File: src/rtl/pulse_arbiter.sv
// pulse_arbiter: round-robin arbiter turning four push-button presses into single-cycle step pulses.
// Optional per-channel debounce is enabled by defining PULSE_ARBITER_DEBOUNCE_EN.
module pulse_arbiter #(
    parameter int DEB_CYCLES  = 16,
    parameter int ACK_TIMEOUT = 255
) (
    input  logic       clk,
    input  logic       rst,
    input  logic [3:0] pb,
    input  logic       ack,
    output logic       sp,
    output logic [1:0] sp_id,
    output logic [3:0] pending,
    output logic       overrun,
    output logic       timeout
);
    typedef enum logic [1:0] {IDLE, ISSUE, WAIT_ACK} state_t;
    state_t     state, state_n;
    logic [3:0] s1, s2, lvl, prv, arm, ev, clr;
    logic [1:0] warm, last_grant, winner;
    logic [7:0] cnt;
    logic       expire;

    if (ACK_TIMEOUT < 1 || ACK_TIMEOUT > 255 || DEB_CYCLES < 1) begin : g_bad_param
        $error("pulse_arbiter: parameter out of range");
    end

    always_ff @(posedge clk) begin
        if (rst) begin
            s1 <= '0;
            s2 <= '0;
        end else begin
            s1 <= pb;
            s2 <= s1;
        end
    end

`ifdef PULSE_ARBITER_DEBOUNCE_EN
    localparam int DW = $clog2(DEB_CYCLES + 1);
    logic [DW-1:0] dcnt [4];
    always_ff @(posedge clk) begin
        if (rst) begin
            lvl <= '0;
            for (int i = 0; i < 4; i++) dcnt[i] <= '0;
        end else begin
            for (int i = 0; i < 4; i++) begin
                if (s2[i] == lvl[i]) dcnt[i] <= '0;
                else if (dcnt[i] == DW'(DEB_CYCLES - 1)) begin
                    lvl[i]  <= s2[i];
                    dcnt[i] <= '0;
                end else dcnt[i] <= dcnt[i] + 1'b1;
            end
        end
    end
`else
    assign lvl = s2;
`endif

    // A channel only arms once it has been seen released after the synchronizer has
    // refilled, so a button held through reset cannot produce a press event.
    always_ff @(posedge clk) begin
        if (rst) begin
            warm <= '0;
            prv  <= '0;
            arm  <= '0;
            ev   <= '0;
        end else begin
            warm <= {warm[0], 1'b1};
            prv  <= lvl;
            arm  <= arm | ({4{warm[1]}} & ~lvl & ~s2);
            ev   <= lvl & ~prv & arm;
        end
    end

    always_comb begin
        winner = last_grant;
        for (int i = 4; i >= 1; i--)
            if (pending[last_grant + 2'(i)]) winner = last_grant + 2'(i);
    end

    assign expire  = cnt == 8'(ACK_TIMEOUT - 1);
    assign sp      = state == ISSUE;
    assign timeout = state == WAIT_ACK && !ack && expire;
    assign clr     = sp ? 4'b0001 << sp_id : 4'b0000;

    always_comb begin
        state_n = state;
        case (state)
            IDLE:     state_n = |pending ? ISSUE : IDLE;
            ISSUE:    state_n = WAIT_ACK;
            WAIT_ACK: state_n = (ack || expire) ? IDLE : WAIT_ACK;
            default:  state_n = IDLE;
        endcase
    end

    // A press landing on the channel being cleared re-sets it without overrun.
    always_ff @(posedge clk) begin
        if (rst) begin
            state      <= IDLE;
            sp_id      <= '0;
            last_grant <= 2'd3;
            pending    <= '0;
            overrun    <= 1'b0;
            cnt        <= '0;
        end else begin
            state   <= state_n;
            pending <= (pending & ~clr) | ev;
            overrun <= |(ev & pending & ~clr);
            cnt     <= state == WAIT_ACK ? cnt + 8'd1 : 8'd0;
            if (state == IDLE && |pending) begin
                sp_id      <= winner;
                last_grant <= winner;
            end
        end
    end
endmodule

File: config.mk
export PLATFORM = sky130hd
export DESIGN_NAME = pulse_arbiter
export DESIGN_NICKNAME = d
export VERILOG_FILES = /design/src/rtl/pulse_arbiter.sv
export SDC_FILE = /design/constraint.sdc
export NUM_CORES = 1
export LEC_CHECK = 0
export ABC_AREA = 1
export BUFFER_PORTS_ARGS = -buffer_cell sky130_fd_sc_hd__buf_2
export CAP_MARGIN = 20
export CORE_ASPECT_RATIO = 0.5
export CORE_MARGIN = 3
export CORE_UTILIZATION = 49
export DETAILED_ROUTE_END_ITERATION = 10
export PLACE_DENSITY_LB_ADDON = 0.15
export REMOVE_ABC_BUFFERS = 1
export SLEW_MARGIN = 15
export SYNTH_ARGS = -nofsm -noshare
export SYNTH_HDL_FRONTEND = slang
export SYNTH_SLANG_ARGS = --single-unit
File: constraint.sdc
create_clock -name clk -period 1.3 [get_ports clk]
set_input_delay 0.26 -clock clk [delete_from_list [all_inputs] [get_ports clk]]
set_output_delay 0.26 -clock clk [all_outputs]
set_load 0.02 [all_outputs]
==> metrics.md, run 1 <==
| Metric | Value |
|---|---|
| Clk network pwr share | `0.362` |
| GRT Overall Usage | `0.161` |
| Slew Viols, Final | `0` |
| MaxCap Viol Count | `0` |
| Critical Path Slowest Stage Cell | `dfxtp_2` |
| P_sw | `0.512 mW` |
| DR vias/cell | `4.83` |
| Clock transition at the registers of the reported paths | `70 ps` |
| Int Pwr | `1.77 mW` |
| Period Utilization, post-route | `1.21` |
| # fillers | `249` |
| Relative slew margins | `0.764` |
| Status | `complete, but fails checks` |
| Drt pass-1 iters | `5` |
| RD Place Congestion | `0.849` |
| Syn Inst Count | `205` |
| Final instance area | `1910 sq um` |
| Achievable Freq | `0.634 GHz` |
| CTS sink count | `41` |
| ANT cells | `0` |
| Grt ovf | `0` |
| Worst-Margin Slew | `351 ps` |
| Worst-skew pair later-pin latency | `290 ps` |
| Vias in the first global route | `1,107` |
| Sequential element share of the synthesized area | `0.524` |
| WL per Instance | `11.2 um` |
| Final Hold Viols | `0` |
| PortBufs | `15` |
| Clk_skew | `6.01 ps` |
| Pwr Density | `1190 nW/um^2` |
| Final setup viols | `1` |
| Core area | `2810 sq um` |
| Root Buffer | `clkbuf_8` |
| CP Max Fanout | `3` |
| WP buf/inv | `1` |
| Crit path launch type | `register` |
| Endpoint class of the critical path | `primary output` |
| Yosys cell types | `26` |
| Switching Share | `0.225` |
| Worst Path Arrival | `1320 ps` |
| # DRC | `0` |
| Layout cells sized above 1 | `0.292` |
| Crit-path cells | `nand2_2 -> nor2_2 -> nand4_1 -> nor3_2 -> buf_4` |
| Unrepaired setup endpoints after global routing | `yes` |
| Failing checks | `setup timing` |
| Critical path type | `reg -> out` |
| Setup ws final | `-278 ps` |
| Ys Warns | `0` |
| Worst VDD drop | `903 uV` |
| Hold/Removal Path Class | `in -> reg` |
| Synthesized area per cell | `7.64 sq um` |
| CTS Buf Count | `5` |
| Worst EP required | `1040 ps` |
| Die Ht | `46.0 um` |
| Logic pwr share | `0.063` |
| Final TNS setup | `-278 ps` |
| CTS tree | `yes` |
| DR vias | `1,305` |
| Routed wire length | `3030 um` |
| Antenna viol nets, final | `0` |
| CP top delay family | `simple AND/OR/NAND/NOR gates` |
| Static Leak | `0.826 nW` |
| Syn Std Cell Area | `1570 sq um` |
| Initial core utilization | `0.557` |
| Final net count | `242` |
| H-tree level count | `2` |
| Hpwl dp | `1980 um` |
| Seq cells post-synth | `41` |
| Seq pwr share | `0.575` |
| DIE WIDTH | `86.0 um` |
| Largest net degree at the start of global routing | `16` |
| # IOs | `16` |
| Syn-to-layout area delta | `22.2%` |
| Placed cell area | `1710 sq um` |
| Max stage delay on crit path | `340 ps` |
| CTS max path bufs | `2` |
| Min cycle time layout | `1580 ps` |
| Hold-fix buffers at CTS | `0` |
| Initial antenna violation count | `0` |
| # rows | `13` |
| First-pass GRT wire length | `4750 um` |
| Die area | `3950 sq um` |
| DR iter-0 viols | `40` |
[state kept, by name (all words and copies together) (netlist names), 2 cells and up]
register / flops
ev: 4
prv: 4
pending: 4
warm: 2
last_grant: 2
lvl: 4
arm: 4
cnt: 8
s1: 4
state: 2
sp_id: 2
[power groups by stage]
stage	clock network [mW]	registers, mW	logic (mW)
floorplan	0	1.34	0.0728
global placement	0	1.34	0.127
detailed placement	0	1.34	0.131
CTS	0.848	1.31	0.132
global route	0.890	1.31	0.163
finish	0.824	1.31	0.144
[placed cells by master (no fill, tap or decap), drive strengths merged]
cell type,count
nand2,43
nor2,28
a21oi,16
xnor2,1
o21bai,1
nand4,2
nor3b,1
dfxtp,41
ha,2
and3,1
nand3,11
or2,1
nor3,2
buf,26
inv,39
o22ai,2
clkbuf,7
nor4,4
o211ai,1
o21ai,4
[through the flow]
stage	power, mW	cells	utilization	hold WS (ps)	worst slack, ps
after global routing	2.37	270	0.680	168	-349
after detailed placement	1.47	258	0.606	381	13.3
after CTS	2.29	266	0.641	163	-240
after global placement	1.47	258	0.606	379	41.0
after floorplan	1.42	200	-	322	-80.4
final	2.28	270	0.680	172	-278
[cells in the mapped netlist]
cell	number	area, sq um
a21oi_1	14	70.1
a21oi_2	2	17.5
and3_1	1	6.26
buf_2	1	5.00
buf_6	1	11.3
clkbuf_1	3	11.3
dfxtp_1	41	821
ha_1	2	25.0
inv_1	34	128
inv_2	5	18.8
nand2_1	43	161
nand3_1	10	50.1
nand3_2	1	10.0
nand4_1	2	12.5
nor2_1	26	97.6
nor2_2	2	12.5
nor3_1	2	10.0
nor3b_1	1	7.51
nor4_1	4	25.0
o211ai_1	1	7.51
o21ai_0	3	15.0
o21ai_2	1	8.76
o21bai_1	1	7.51
o22ai_1	2	12.5
or2_0	1	6.26
xnor2_1	1	8.76
[repair_timing]
action                                  in CTS  in global routing
gates resized for setup                      3                 32
pin swaps                                    1                 10
gates cloned                                 0                  1
buffers inserted                             1                  3
endpoints found under the setup margin       2                  7
[path summary, 6_finish.rpt]
| path | startpoint | endpoint | slack (ps) | cells after the start |
|---|---|---|---|---|
| max reg2reg | last_grant[0] | last_grant[1] | 70 | 8 |
| max | cnt[4] | timeout | -280 | 5 |
| min | pb[3] | s1[3] | 170 | 3 |
| min reg2reg | prv[1] | ev[1] | 390 | 1 |
[routing by layer]
| layer | global-route usage | up-vias | share of wire |
|---|---|---|---|
| met5 | 0 | - | 0 |
| met3 | 0.0560 | 6 | 0.048 |
| met1 | 0.194 | 592 | 0.48 |
| met2 | 0.262 | 20 | 0.46 |
| met4 | 0.0820 | 0 | 0.014 |
| li1 | - | 687 | - |
[tightest hold or removal path: cells and delay by family]
kind	cells	cell delay (ps)
buf+inv	2	100
simple gates	1	60
[layout make-up]
| type | count | area [sq um] | area share |
|---|---|---|---|
| multi-input combinational | 120 | 628 | 0.328 |
| sequential | 41 | 837 | 0.437 |
| clock buffer | 7 | 86.3 | 0.0451 |
| timing repair buffer | 26 | 170 | 0.0889 |
| tap | 37 | 46.3 | 0.0242 |
| inverter | 39 | 146 | 0.0765 |
[cells by family (layout without fill, tap and decap cells)]
logic type               after synthesis  count (layout)  share of synthesized area
flip-flops                            41              41                      0.524
buffers and inverters                 44              72                      0.111
AO/OA/AOI/OAI                         24              24                     0.0887
adder cells (fa/ha/maj)                2               2                     0.0160
XOR/XNOR                               1               1                    0.00559
AND/OR/NAND/NOR                       93              93                      0.255
Note: power is estimated with default switching activity, not from simulation.
==> inputs of run 2 (changes only) <==
--- a/config.mk
+++ b/config.mk
@@ -12,6 +12,7 @@
 export CORE_MARGIN = 3
 export CORE_UTILIZATION = 49
 export DETAILED_ROUTE_END_ITERATION = 10
+export GPL_TIMING_DRIVEN = 0
 export PLACE_DENSITY_LB_ADDON = 0.15
 export REMOVE_ABC_BUFFERS = 1
 export SLEW_MARGIN = 15
==> metrics.md, run 2 (synthesized netlist as in run 1, its figures left out) <==
| Metric | Value |
|---|---|
| Status | `complete, but fails checks` |
| Failing checks | `setup timing` |
| Die Ht | `46.0 um` |
| Final instance area | `1950 sq um` |
| DR vias/cell | `4.74` |
| WL per Instance | `11.4 um` |
| Layout cells sized above 1 | `0.292` |
| Largest net degree at the start of global routing | `34` |
| Placed cell area | `1660 sq um` |
| Endpoint class of the critical path | `primary output` |
| Unrepaired setup endpoints after global routing | `yes` |
| Initial core utilization | `0.557` |
| Setup ws final | `-281 ps` |
| Routed wire length | `3070 um` |
| Hold-fix buffers at CTS | `0` |
| Most frequent cells in the layout | `nand2_1, inv_1, dfxtp_1` |
| Hold/Removal Path Class | `in -> reg` |
| Clk_skew | `5.04 ps` |
| CTS Buf Count | `5` |
| Pwr Density | `1270 nW/um^2` |
| Max reg flops | `8` |
| GR Util met3 | `0.0758` |
| Clock transition at the registers of the reported paths | `80 ps` |
| Worst-Margin Slew | `580 ps` |
| Root Buffer | `clkbuf_8` |
| Smallest hold slack | `154 ps` |
| Final net count | `241` |
| # rows | `13` |
| DIE WIDTH | `86.0 um` |
| H-tree level count | `2` |
| Critical path type | `reg -> out` |
| Syn-to-layout area delta | `24.3%` |
| CTS tree | `yes` |
| Die area | `3950 sq um` |
| CP Max Fanout | `4` |
| MaxCap Viol Count | `0` |
| Top reg by flops | `cnt` |
| Initial antenna violation count | `0` |
| Most common cell after layout, fill and taps aside | `nand2_1` |
| Worst-skew pair later-pin latency | `300 ps` |
| Final setup viols | `2` |
| GRT Overall Usage | `0.170` |
| # DRC | `0` |
| DR iter-0 viols | `63` |
| # IOs | `16` |
| Grt ovf | `0` |
| Multi-input logic area | `643 sq um` |
| Relative slew margins | `0.614` |
| Antenna viol nets, final | `0` |
| Core area | `2810 sq um` |
| Period Utilization, post-route | `1.22` |
| Min cycle time layout | `1580 ps` |
| Static Leak | `0.850 nW` |
| Final Hold Viols | `0` |
| PortBufs | `15` |
| DR vias | `1,280` |
| Global route hottest layer | `met2` |
| CTS sink count | `41` |
| RD Place Congestion | `0.851` |
| First-pass GRT wire length | `4930 um` |
| CTS max path bufs | `2` |
| Slew Viols, Final | `0` |
| Achievable Freq | `0.632 GHz` |
| ANT cells | `0` |
| Hpwl dp | `1800 um` |
| Crit path launch type | `register` |
| GRT met1 Usage | `0.210` |
| Worst Path Arrival | `1320 ps` |
| Vias in the first global route | `1,109` |
| Storage cell area | `840 sq um` |
| Worst EP required | `1040 ps` |
| Met2 GRT Util | `0.260` |
| # fillers | `221` |
| Worst VDD drop | `600 uV` |
| Drt pass-1 iters | `4` |
run 2: per-stage QoR:
step | instances | setup TNS [ps] | setup slack, ps | utilization | power [mW]
2_1_floorplan | 200 | -97.2 | -80.4 | - | 1.42
3_3_place_gp | 252 | -579 | -189 | 0.590 | 1.46
3_5_place_dp | 252 | -722 | -222 | 0.590 | 1.46
4_1_cts | 266 | -525 | -284 | 0.654 | 2.49
5_1_grt | 270 | -795 | -365 | 0.692 | 2.60
6_report | 270 | -493 | -281 | 0.692 | 2.48
run 2: final cells by class:
| type | count | area share |
|---|---|---|
| clock buffer | 5 | 0.0353 |
| clock inverter | 3 | 0.0238 |
| inverter | 39 | 0.0752 |
| multi-input combinational | 120 | 0.330 |
| sequential | 41 | 0.431 |
| tap | 37 | 0.0238 |
| timing repair buffer | 25 | 0.0803 |
run 2: report_power, final:
part | switching [mW] | internal [mW] | total, mW | leakage, nW
registers | 0.0210 | 1.29 | 1.31 | 0.338
clock network | 0.450 | 0.574 | 1.02 | 0.0543
logic | 0.0927 | 0.0564 | 0.149 | 0.458
total | 0.564 | 1.92 | 2.48 | 0.850
run 2: worst paths after layout:
path | to | startpoint | cells past startpoint | slack [ps]
worst min-delay path | s1[3] | pb[3] | 3 | 150
worst max register to register | state[1] | cnt[0] | 9 | -210
worst min register to register | ev[3] | prv[3] | 1 | 390
worst max-delay path | timeout | cnt[0] | 5 | -280
run 2: critical path, cell delays in order, from the launching register on:
cell	delay, ps
dfxtp_2	340
inv_1	50
ha_1	140
nand4_1	150
nor3_1	150
buf_2	180
run 2: timing repair:
item	in CTS	in global routing
buffers inserted	6	4
resized for setup	10	25
endpoints found under the setup margin	6	7
cloned	0	0
pin swaps	2	9
run 2: routing by layer:
metal  up-vias  part of all wire
li1        687                 -
met1       565              0.50
met2        22              0.44
met3         6             0.052
met4         0             0.016
met5         -                 0
==> inputs of run 3 (changes only) <==
--- a/config.mk
+++ b/config.mk
@@ -14,7 +14,6 @@
 export DETAILED_ROUTE_END_ITERATION = 10
 export GPL_TIMING_DRIVEN = 0
 export PLACE_DENSITY_LB_ADDON = 0.15
-export REMOVE_ABC_BUFFERS = 1
 export SLEW_MARGIN = 15
 export SYNTH_ARGS = -nofsm -noshare
 export SYNTH_HDL_FRONTEND = slang
==> metrics.md, run 3 (synthesized netlist as in run 1, its figures left out) <==
| Metric | Value |
|---|---|
| Status | `complete, but fails checks` |
| Failing checks | `setup timing` |
| Root Buffer | `clkbuf_8` |
| Clk_skew | `8.68 ps` |
| # DRC | `0` |
| Critical R2R Capture | `last_grant[1]` |
| MaxCap Viol Count | `0` |
| PortBufs | `14` |
| WHS Endpoint | `s1[1]` |
| Vias in the first global route | `1,138` |
| ANT cells | `0` |
| First-pass GRT wire length | `4950 um` |
| DIE WIDTH | `86.0 um` |
| DR vias/cell | `4.78` |
| Endpoint class of the critical path | `primary output` |
| Final instance area | `1960 sq um` |
| Achievable Freq | `0.651 GHz` |
| Logic pwr share | `0.059` |
| P_sw | `0.549 mW` |
| Drt pass-1 iters | `4` |
| Final setup viols | `1` |
| Layout cells sized above 1 | `0.310` |
| Final net count | `240` |
| Final Hold Viols | `0` |
| Critical Path Slowest Stage Cell | `dfxtp_2` |
| Worst Path Arrival | `1280 ps` |
| DR vias | `1,286` |
| GRT Overall Usage | `0.169` |
| Placed cell area | `1690 sq um` |
| CTS sink count | `41` |
| Max stage delay on crit path | `340 ps` |
| Grt ovf | `0` |
| Worst-Margin Slew | `477 ps` |
| WP buf/inv | `2` |
| WL per Instance | `11.0 um` |
| Routed wire length | `2970 um` |
| Critical path type | `reg -> out` |
| CTS tree | `yes` |
| Die area | `3950 sq um` |
| Relative slew margins | `0.682` |
| Worst EP required | `1040 ps` |
| Hold/Removal Path Class | `in -> reg` |
| Antenna viol nets, final | `0` |
| Worst R2R Path Depth | `9` |
| Seq pwr share | `0.492` |
| Initial core utilization | `0.557` |
| Setup ws final | `-235 ps` |
| Most common cell after layout, fill and taps aside | `inv_1` |
| # fillers | `231` |
| HP Start | `pb[1]` |
| R2R Path Start | `last_grant[0]` |
| Worst VDD drop | `784 uV` |
| Hold Path Cell Cnt | `3` |
| Int Pwr | `2.11 mW` |
| CP Max Fanout | `4` |
| H-tree level count | `2` |
| Worst-skew pair later-pin latency | `290 ps` |
| Max reg flops | `8` |
| CTS Buf Count | `5` |
| Smallest hold slack | `167 ps` |
| Largest net degree at the start of global routing | `14` |
| Initial antenna violation count | `0` |
| Syn nets | `214` |
| Most frequent cells in the layout | `inv_1, dfxtp_1, nand2_1` |
| Period Utilization, post-route | `1.18` |
| CTS max path bufs | `2` |
| # rows | `13` |
| Pwr Density | `1360 nW/um^2` |
| Unrepaired setup endpoints after global routing | `yes` |
| CP top delay family | `flip-flops` |
| Syn-to-layout area delta | `25.3%` |
| Switching Share | `0.206` |
| Die Ht | `46.0 um` |
| Clk network pwr share | `0.448` |
| Crit path launch type | `register` |
| DR iter-0 viols | `51` |
| Clock transition at the registers of the reported paths | `80 ps` |
| # IOs | `16` |
| Crit-path cells | `inv_1 -> ha_1 -> nand4_1 -> nor3_2 -> buf_4` |
| Flop2flop setup slack | `70 ps` |
| RD Place Congestion | `0.829` |
| Core area | `2810 sq um` |
| Slew Viols, Final | `0` |
| Min cycle time layout | `1540 ps` |
| Top reg by flops | `cnt` |
| Hpwl dp | `2030 um` |
| Static Leak | `0.837 nW` |
-- run 3: worst max-delay path by stage --
stage	cells after the start	slack, ps	startpoint	end
finish	5	-240	cnt[0]	timeout
global route	5	-340	cnt[0]	timeout
CTS	5	-270	cnt[2]	timeout
detailed placement	5	-50	cnt[4]	timeout
global placement	5	-30	cnt[4]	timeout
floorplan	4	80	cnt[4]	timeout
-- run 3: routing by layer --
metal / wire, um / track usage / share of wire
met3: 134 / 0.0704 / 0.045
met1: 1410 / 0.204 / 0.48
met4: 30 / 0.0473 / 0.010
met2: 1390 / 0.282 / 0.47
met5: 0 / 0 / 0
-- run 3: timing repair --
item	4_1_cts	5_1_grt
hold buffers	0	0
pin swaps	2	15
setup buffers	2	2
resized for setup	7	34
gates cloned	0	1
endpoints found under the setup margin	2	6
-- run 3: worst register-to-register path, cell delays in order (launching register included) --
cell      delay, ps
dfxtp_4         360
buf_6           130
nand2_2          60
nand2_2          60
nand2_2          90
o21ai_2          70
o21bai_4        150
nand2_2          70
nand2_2          60
o211ai_1         70
-- run 3: power by group through the flow --
stage	Sequential (mW)	Combinational [mW]	Clock, mW
after floorplan	1.34	0.0928	0
after global placement	1.34	0.128	0
after detailed placement	1.34	0.132	0
after CTS	1.31	0.133	1.24
after global routing	1.31	0.179	1.29
final	1.31	0.158	1.19
-- run 3: area by class of cell --
type                       count  area (sq um)  share of cell area
tap                           37          46.3              0.0236
timing repair buffer          19           116              0.0593
sequential                    41           836               0.426
inverter                      39           146              0.0746
buffer                         5          27.5              0.0140
multi-input combinational    120           657               0.335
clock inverter                 3          65.1              0.0331
clock buffer                   5          68.8              0.0351
-- run 3: per-stage QoR --
| step | total power [mW] | instances | setup slack [ps] | util | setup TNS [ps] |
|---|---|---|---|---|---|
| 2_1_floorplan | 1.43 | 205 | 78.5 | - | 0 |
| 3_3_place_gp | 1.47 | 256 | -26.9 | 0.600 | -26.9 |
| 3_5_place_dp | 1.47 | 256 | -51.2 | 0.600 | -51.2 |
| 4_1_cts | 2.68 | 266 | -270 | 0.659 | -270 |
| 5_1_grt | 2.79 | 269 | -340 | 0.698 | -380 |
| 6_report | 2.66 | 269 | -235 | 0.698 | -235 |
